**src/rtl/mult_pkg.sv**
```systemverilog
// Shared types and helpers for the sequential radix-4 Booth multiplier.
package mult_pkg;

    // Controller states
    typedef enum logic [1:0] {
        IDLE = 2'd0,
        RUN  = 2'd1,
        DONE = 2'd2
    } state_t;

    // One recoded radix-4 Booth digit in {-2,-1,0,+1,+2}
    typedef struct packed {
        logic neg;
        logic two;
        logic zero;
    } booth_digit_t;

    // Number of Booth iterations for an NB-bit operand extended to NB+2 bits
    function automatic int iter_count(input int nb);
        return nb / 2 + 1;
    endfunction

endpackage

```
**src/rtl/booth_r4_enc.sv**
```systemverilog
// Radix-4 Booth recoder: window {b[i+1], b[i], b[i-1]} -> digit flags.
module booth_r4_enc (
    input  logic [2:0] i_win,
    output logic       o_neg,
    output logic       o_two,
    output logic       o_zero
);

    // 000/111 -> 0, 001/010 -> +1, 011 -> +2, 100 -> -2, 101/110 -> -1
    always_comb begin
        o_zero = (i_win == 3'b000) || (i_win == 3'b111);
        o_two  = (i_win == 3'b011) || (i_win == 3'b100);
        o_neg  = i_win[2] && !(i_win[1] && i_win[0]);
    end

endmodule

```
**src/rtl/seq_booth_mult.sv**
```systemverilog
// Sequential radix-4 Booth multiplier, signed or unsigned NB x NB -> 2*NB.
// Optional macro SEQ_MULT_ACCUMULATE_EN adds an 'acc' input that adds the
// new product to the previous Product instead of overwriting it.
module seq_booth_mult
    import mult_pkg::*;
#(
    parameter int NB = 8
) (
    input  logic            clk,
    input  logic            rst,
    input  logic            start,
    input  logic            signed_mode,
    input  logic [NB-1:0]   A,
    input  logic [NB-1:0]   B,
`ifdef SEQ_MULT_ACCUMULATE_EN
    input  logic            acc,
`endif
    output logic [2*NB-1:0] Product,
    output logic            ready,
    output logic            done
);

    localparam int NITER = iter_count(NB);
    localparam int CW    = $clog2(NITER + 1);
    localparam int XW    = NB + 2;   // extended operand width
    localparam int UW    = NB + 4;   // upper accumulator: headroom for +-2*A sums

    state_t             r_state;
    state_t             w_state_nxt;
    logic [XW-1:0]      r_a;
    logic [XW-1:0]      r_mq;
    logic [UW-1:0]      r_acc;
    logic               r_prev;
    logic [CW-1:0]      r_cnt;
    logic [2*NB-1:0]    r_prod;
`ifdef SEQ_MULT_ACCUMULATE_EN
    logic               r_acc_en;
`endif

    logic               w_start_ok;
    logic               w_last;
    booth_digit_t       w_dig;
    logic [UW-1:0]      w_a_ext;
    logic [UW-1:0]      w_mag;
    logic [UW-1:0]      w_addend;
    logic [UW-1:0]      w_sum;
    logic [UW+XW-1:0]   w_shift;
    logic [2*NB-1:0]    w_res;
    logic [XW-1:0]      w_a_in;
    logic [XW-1:0]      w_b_in;

    assign w_start_ok = start && (r_state != RUN);
    assign w_last     = (r_state == RUN) && (r_cnt == CW'(1));

    // Operand extension: sign bit replicated only in two's complement mode
    assign w_a_in = {{2{signed_mode & A[NB-1]}}, A};
    assign w_b_in = {{2{signed_mode & B[NB-1]}}, B};

    booth_r4_enc u_enc (
        .i_win  ({r_mq[1:0], r_prev}),
        .o_neg  (w_dig.neg),
        .o_two  (w_dig.two),
        .o_zero (w_dig.zero)
    );

    // Booth step: add digit*A to the upper half, then shift {acc, mq} right by 2
    always_comb begin
        w_a_ext  = {{(UW-XW){r_a[XW-1]}}, r_a};
        w_mag    = w_dig.two ? (w_a_ext << 1) : w_a_ext;
        w_addend = w_dig.zero ? '0 : (w_dig.neg ? (~w_mag + UW'(1)) : w_mag);
        w_sum    = r_acc + w_addend;
        w_shift  = $signed({w_sum, r_mq}) >>> 2;
        w_res    = w_shift[2*NB-1:0];
    end

    // State register
    always_ff @(posedge clk or posedge rst) begin
        if (rst) r_state <= IDLE;
        else     r_state <= w_state_nxt;
    end

    // Next-state logic
    always_comb begin
        w_state_nxt = r_state;
        case (r_state)
            IDLE:    if (start) w_state_nxt = RUN;
            RUN:     if (w_last) w_state_nxt = DONE;
            DONE:    w_state_nxt = start ? RUN : IDLE;
            default: w_state_nxt = IDLE;
        endcase
    end

    // Datapath: operand capture on accepted start, one Booth step per RUN cycle
    always_ff @(posedge clk or posedge rst) begin
        if (rst) begin
            r_a      <= '0;
            r_mq     <= '0;
            r_acc    <= '0;
            r_prev   <= 1'b0;
            r_cnt    <= '0;
            r_prod   <= '0;
`ifdef SEQ_MULT_ACCUMULATE_EN
            r_acc_en <= 1'b0;
`endif
        end else if (w_start_ok) begin
            r_a      <= w_a_in;
            r_mq     <= w_b_in;
            r_acc    <= '0;
            r_prev   <= 1'b0;
            r_cnt    <= CW'(NITER);
`ifdef SEQ_MULT_ACCUMULATE_EN
            r_acc_en <= acc;
`endif
        end else if (r_state == RUN) begin
            r_acc  <= w_shift[UW+XW-1:XW];
            r_mq   <= w_shift[XW-1:0];
            r_prev <= r_mq[1];
            r_cnt  <= r_cnt - CW'(1);
            // Product changes only when the final step completes
            if (w_last) begin
`ifdef SEQ_MULT_ACCUMULATE_EN
                r_prod <= r_acc_en ? (r_prod + w_res) : w_res;
`else
                r_prod <= w_res;
`endif
            end
        end
    end

    assign Product = r_prod;
    assign ready   = (r_state != RUN);
    assign done    = (r_state == DONE);

endmodule

```
**config.mk**
```make
export PLATFORM = sky130hd
export DESIGN_NAME = seq_booth_mult
export DESIGN_NICKNAME = d
export VERILOG_FILES = /design/src/rtl/mult_pkg.sv /design/src/rtl/booth_r4_enc.sv /design/src/rtl/seq_booth_mult.sv
export SDC_FILE = /design/constraint.sdc
export NUM_CORES = 1
export LEC_CHECK = 0
export BUFFER_PORTS_ARGS = -buffer_cell sky130_fd_sc_hd__buf_2
export CAP_MARGIN = 0
export CELL_PAD_IN_SITES_DETAIL_PLACEMENT = 0
export CELL_PAD_IN_SITES_GLOBAL_PLACEMENT = 1
export CORE_ASPECT_RATIO = 1.25
export CORE_MARGIN = 2
export CORE_UTILIZATION = 41
export CTS_CLUSTER_DIAMETER = 30
export DETAILED_ROUTE_END_ITERATION = 6
export PLACE_DENSITY_LB_ADDON = 0.3
export SYNTH_ARGS = -nofsm -noshare
export SYNTH_HDL_FRONTEND = slang
export SYNTH_SLANG_ARGS = --single-unit
```
**constraint.sdc**
```tcl
create_clock -name clk -period 3.8 [get_ports clk]
set_input_delay 0.19 -clock clk [delete_from_list [all_inputs] [get_ports clk]]
set_output_delay 0.19 -clock clk [all_outputs]
set_load 0.05 [all_outputs]
```
-- Yosys cells after proc, flatten, opt, wreduce, memory -nomap -nowiden
Cells that the tools add are included.
- input port bits: 20
- register bits after elaboration: 53
- output and inout port bits: 18
- muxes and demuxes: 15
- bitwise operators: 4
- reductions and logical operators: 12
- equality and inequality tests: 9
- add/subtract/negate cells: 3
- operators by type and width (operator ; count):
    12-bit two-way mux ; 4
    10-bit two-way mux ; 2
    12-bit by 1-bit adder with 12-bit output (second input constant) ; 1
    12-bit adder ; 1
    12-bit NOT ; 1
    9-bit two-way mux ; 1
    3-bit equality test (second input constant) ; 2
    3-bit two-way mux ; 2
    2-bit one-hot mux with 3 select lines ; 1
    1-bit logical AND ; 4
    2-bit two-way mux ; 2
    2-bit != test (second input constant) ; 2
    3-bit by 1-bit equality test with 1-bit output (second input constant) ; 1
    3-bit by 2-bit equality test with 1-bit output (second input constant) ; 1
    3-bit logical NOT ; 1
    1-bit two-way mux ; 3
    3-bit AND reduction ; 1
    3-bit by 1-bit subtractor with 3-bit output (second input constant) ; 1
    1-bit bitwise AND ; 2
    2-bit by 1-bit equality test with 1-bit output (second input constant) ; 1
    2-bit equality test (second input constant) ; 1
    2-bit logical NOT ; 1
    1-bit logical OR ; 2
    2-bit by 1-bit != test with 1-bit output (second input constant) ; 1
    4 further kinds ; 4

-- Depth between registers and ports, before layout
- depth after elaboration: 10
- depth in mapped cells: 21
- mapped depth without buffers: 19

-- Cells and area by module
From an unflattened synthesis, not the netlist that was laid out.
- cells, all modules: 341
- area total of the unflattened synthesis: 3052.9 um^2
- by module, submodules not included (module ; times used ; area an instance (um^2) ; cells an instance):
    seq_booth_mult ; 1 ; 3015.4 ; 334
    booth_r4_enc ; 1 ; 37.5 ; 7

-- Worst setup path before layout
Ideal clock, no wire load.
- kind: flip-flop to flip-flop
- start point: register r_mq[0]
- end point: register r_acc[10]
- data arrival time: 3.516 ns
- buffers on the path: 2
- cell stages (with the launch flop): 19
- setup time: 0.131 ns
- clock period less this slack: 3.648 ns
- path slack: 0.152 ns
- cells stage by stage: dfrtp_1 > buf_6 > or3b_4 > clkbuf_8 > o221ai_1 > ha_1 > o21ai_0 > o211ai_1 > xor2_1 > a2bb2oi_1 > o221ai_1 > ha_1 > inv_1 > nor2_1 > a21oi_1 > o31ai_1 > nor2_1 > o21ai_0 > or3b_1
- cells in the longest elaborated chain, start to end: 10
- elaborated cells between the ends (all ways): 17
- those cells by class: 2 x add/sub; 3 x eq/ne; 5 x mux; 1 x bitwise; 6 x reduce/logical
- ends and longest elaborated chain (what ; line ; source):
    from (decl) ; seq_booth_mult.sv:31 ; logic [XW-1:0] r_mq;
    from (signal assigned) ; seq_booth_mult.sv:107 ; r_mq <= w_b_in;
    from (signal assigned) ; seq_booth_mult.sv:116 ; r_mq <= w_shift[XW-1:0];
    3-bit by 2-bit equality test with 1-bit output / 3-bit equality test (equally long branches) ; booth_r4_enc.sv:12 ; o_two = (i_win == 3'b011) || (i_win == 3'b100);
    1-bit logical OR ; booth_r4_enc.sv:12 ;
    9-bit two-way mux ; seq_booth_mult.sv:69 ; w_mag = w_dig.two ? (w_a_ext << 1) : w_a_ext;
    12-bit NOT ; seq_booth_mult.sv:70 ; w_addend = w_dig.zero ? '0 : (w_dig.neg ? (~w_mag + UW'(1)) : w_mag);
    12-bit by 1-bit adder with 12-bit output ; seq_booth_mult.sv:70 ;
    12-bit two-way mux ; seq_booth_mult.sv:70 ;
    12-bit two-way mux (*) ; seq_booth_mult.sv:70 ;
    12-bit adder (*) ; seq_booth_mult.sv:71 ; w_sum = r_acc + w_addend;
    12-bit two-way mux (*) ; seq_booth_mult.sv:114 ; end else if (r_state == RUN) begin
    12-bit two-way mux (*) ; seq_booth_mult.sv:105 ; end else if (w_start_ok) begin
    to (signal assigned) ; seq_booth_mult.sv:115 ; r_acc <= w_shift[UW+XW-1:XW];
    to (decl) ; seq_booth_mult.sv:32 ; logic [UW-1:0] r_acc;
Mark *: on every way between the ends. The rest lies on a longest branch, timed or not. The select of a mux whose other input is x is not followed.
A chain may end at the register's enable or synchronous reset.

-- Worst setup path after layout
Same ends and word-level chain as after synthesis.

==> qor.yml <==
logic_synthesis:
  syn_area_per_cell_um2: 9.32
  ys.flop_type: "dfrtp_1"
  synth_fp_nets: 385
  synth.distinct_cells: 55
  syn-cell-area_um2: 3260
  ys_seq_area_frac: 0.391
  synth-edff-count: 0
  yosysWarnings: 0
  async_flop_share: 1.00
  synth_seq_cells: 51
  synthCells: 350
setup_path:
  reg2reg_from: "r_mq[0]"
  rr_endpoint: "r_acc[10]"
  worstSetupPathType: "reg2reg"
  cp-end-kind: "register"
  r2r_slack_ns: 0.20
  reg2reg_depth: 17
  cp.required_ns: 4.00
  path_max_fanout: 5
  arrival_ns: 3.80
  cp-start-kind: "register"
routing:
  drt-total-wl_mm: 7.41
  wl_per_cell_um: 15.3
  postRouteAntennaNets: 0
  remaining_drc_errors: 0
  vias_per_cell: 5.56
  drt-initial-drc-count: 129
  num_vias: 2693
  firstDrtPassIters: 4
floorplanning:
  dieArea_um2: 8690
  dieWidth_um: 83.8
  rows: 36
  core-area_um2: 7750
  die_y_um: 104
  initial_utilization: 0.421
  pin_count: 38
layout:
  final_nets: 423
  instances_no_fill: 484
  area_growth_pct: 13.5
  layout-drive-gt1-share: 0.254
  num-fill-cells: 787
  postLayoutCoreUtil: 0.478
  antenna_cells: 0
sta:
  max_freq_ghz: 0.278
  holdWs_ns: 0.110
  drv_slew: 0
  tns_ns: 0
  rsz0062_at_grt: "true"
  final.setup_skew_ns: 0.00861
  setup_viol: 0
  layout_worst_path_cycle_share: 0.946
  period_needed_ns: 3.60
  tightest_slew_ns: 1.06
  slew_headroom: 0.295
  hold_viol_final: 0
global_route:
  antenna_found_initial: 0
  grt_pass1_wl_mm: 12.5
  grt_use_total: 0.173
  grt_max_degree: 52
  grt-ovfl-total: 0
  grt_pass1_vias: 2569
min_path:
  hold_path_end: "r_a[5]"
  hold_class: "in2reg"
  hp-start: "A[5]"
  hold-path-cell-count: 2
place:
  hpwl_mm: 5.45
  placed_cells: 474
  portBuffers: 37
  place.gp.congestion: 0.886
cts:
  root_buffer: "clkbuf_8"
  cts_tree: "built"
  cts_max_path_buffers: 2
  h-tree-depth: 2
  insertion_delay_ns: 0.31
  clock-sinks: 51
  path_clk_slew_ns: 0.10
  cts_buffers: 5
  ctsHoldBuffers: 0
outcome:
  status: "finished, final reports clean"
job:
  maxCapViolations: 0
## worst max path at each step
stage | to | cells after the start | from
6_report | r_acc[10] | 17 | r_mq[0]
3_5_place_dp | r_acc[10] | 18 | r_prev
3_3_place_gp | r_acc[10] | 18 | r_prev
4_1_cts | r_acc[10] | 18 | r_prev
2_1_floorplan | r_acc[10] | 18 | r_mq[0]
5_1_grt | r_acc[10] | 18 | r_prev
## stage by stage
step	setup slack [ns]	cell area [um2]
finish	0.205	3700
global route	-0.0840	3700
CTS	0.0188	3670
detailed placement	0.0290	3570
global placement	0.138	3570
floorplan	0.152	3260
## flip-flops by register name, indices dropped and copies added, names as in the netlist
register and count:
Product 16, r_acc 10, r_mq 10, r_a 9
r_cnt 3, r_state 2, r_prev 1
## kinds of logic (layout without fill, tap and decap cells)
group / Yosys count / in the layout / share of synthesized area
multiplexers: 33 / 33 / 0.111
XOR/XNOR: 18 / 18 / 0.0483
adder cells (fa/ha/maj): 15 / 15 / 0.0599
AND/OR/NAND/NOR: 110 / 110 / 0.167
buffers and inverters: 32 / 71 / 0.0434
AO/OA/AOI/OAI: 91 / 91 / 0.179
flip-flops: 51 / 51 / 0.391
## layout by cell type (no fill, tap or decap), types with 2 or more instances in the layout
master and n:
dfrtp_1 51, nand2_1 45, buf_2 37, o21ai_0 32
mux2_2 24, a21oi_1 19, nor2_1 18, buf_4 17
ha_1 13, xnor2_1 12, nand3_1 9, mux2i_1 9
inv_1 7, xor2_1 6, nand3b_1 6, nor2b_1 5
o221ai_1 5, nor3b_1 5, o32a_1 5, clkbuf_8 5
nor3_1 4, o21ai_1 3, nand2b_1 3, a21oi_2 3
o211ai_1 3, and2_1 2, nor2_2 2, a31oi_1 2
and3_1 2, o21bai_1 2, o21a_1 2, a2bb2oi_1 2
## metal layers
| layer | share of wire | up-vias | routed length, um | global-route usage |
|---|---|---|---|---|
| met3 | 0.030 | 10 | 221 | 0.0199 |
| met5 | 0 | - | 0 | 0 |
| met2 | 0.52 | 46 | 3850 | 0.304 |
| met1 | 0.43 | 1307 | 3220 | 0.222 |
| met4 | 0.015 | 0 | 114 | 0.0518 |
| li1 | - | 1330 | - | - |
## synth_stat cells (all sizes together) (2+ instances only)
library cell / instances / area (um2)
dfrtp: 51 / 1280
nand2: 45 / 169
o21ai: 35 / 175
mux2: 24 / 270
a21oi: 22 / 118
nor2: 20 / 75.1
ha: 14 / 175
buf: 12 / 56.3
xnor2: 12 / 105
clkbuf: 11 / 51.3
mux2i: 9 / 90.1
nand3: 9 / 45.0
inv: 8 / 30.0
nand3b: 6 / 45.0
nor2b: 6 / 37.5
o221ai: 6 / 58.8
xor2: 6 / 52.6
nor3b: 5 / 37.5
o32a: 5 / 50.1
nor3: 4 / 20.0
nand2b: 3 / 18.8
o211ai: 3 / 22.5
a2bb2oi: 2 / 17.5
a31oi: 2 / 12.5
and2: 2 / 12.5
and3: 2 / 12.5
o21a: 2 / 15.0
o21bai: 2 / 15.0
or3b: 2 / 20.0
## area by class of cell
| type | count | area (um2) | area share |
|---|---|---|---|
| multi-input cells | 267 | 1860 | 0.503 |
| clock buffers | 5 | 68.8 | 0.0186 |
| well taps | 95 | 119 | 0.0321 |
| inverters | 9 | 33.8 | 0.00913 |
| flip-flops and latches | 51 | 1280 | 0.345 |
| clock inverters | 3 | 27.5 | 0.00744 |
| repair buffers | 54 | 313 | 0.0845 |
## critical path, cell delays in order (launching register included)
cell and delay (ns):
dfrtp_1 0.43, or3b_4 0.40, o221ai_1 0.21, ha_2 0.23, o21ai_0 0.11, buf_4 0.16
nand4b_1 0.25, nand2_1 0.15, xor2_1 0.15, o221ai_1 0.15, ha_1 0.28, nor2_2 0.14
nand3b_1 0.10, a21oi_2 0.17, o31ai_2 0.10, nand2_1 0.07, nor3_1 0.04, or3b_1 0.34
## what timing repair did
action,CTS,global route
setup buffers,0,2
setup endpoints to repair,0,5
resized for setup,0,8
endpoints found under the hold margin,0,0
Power is not shown: default switching activity piles up to over one toggle a cycle in this logic, so the estimate is an artifact.
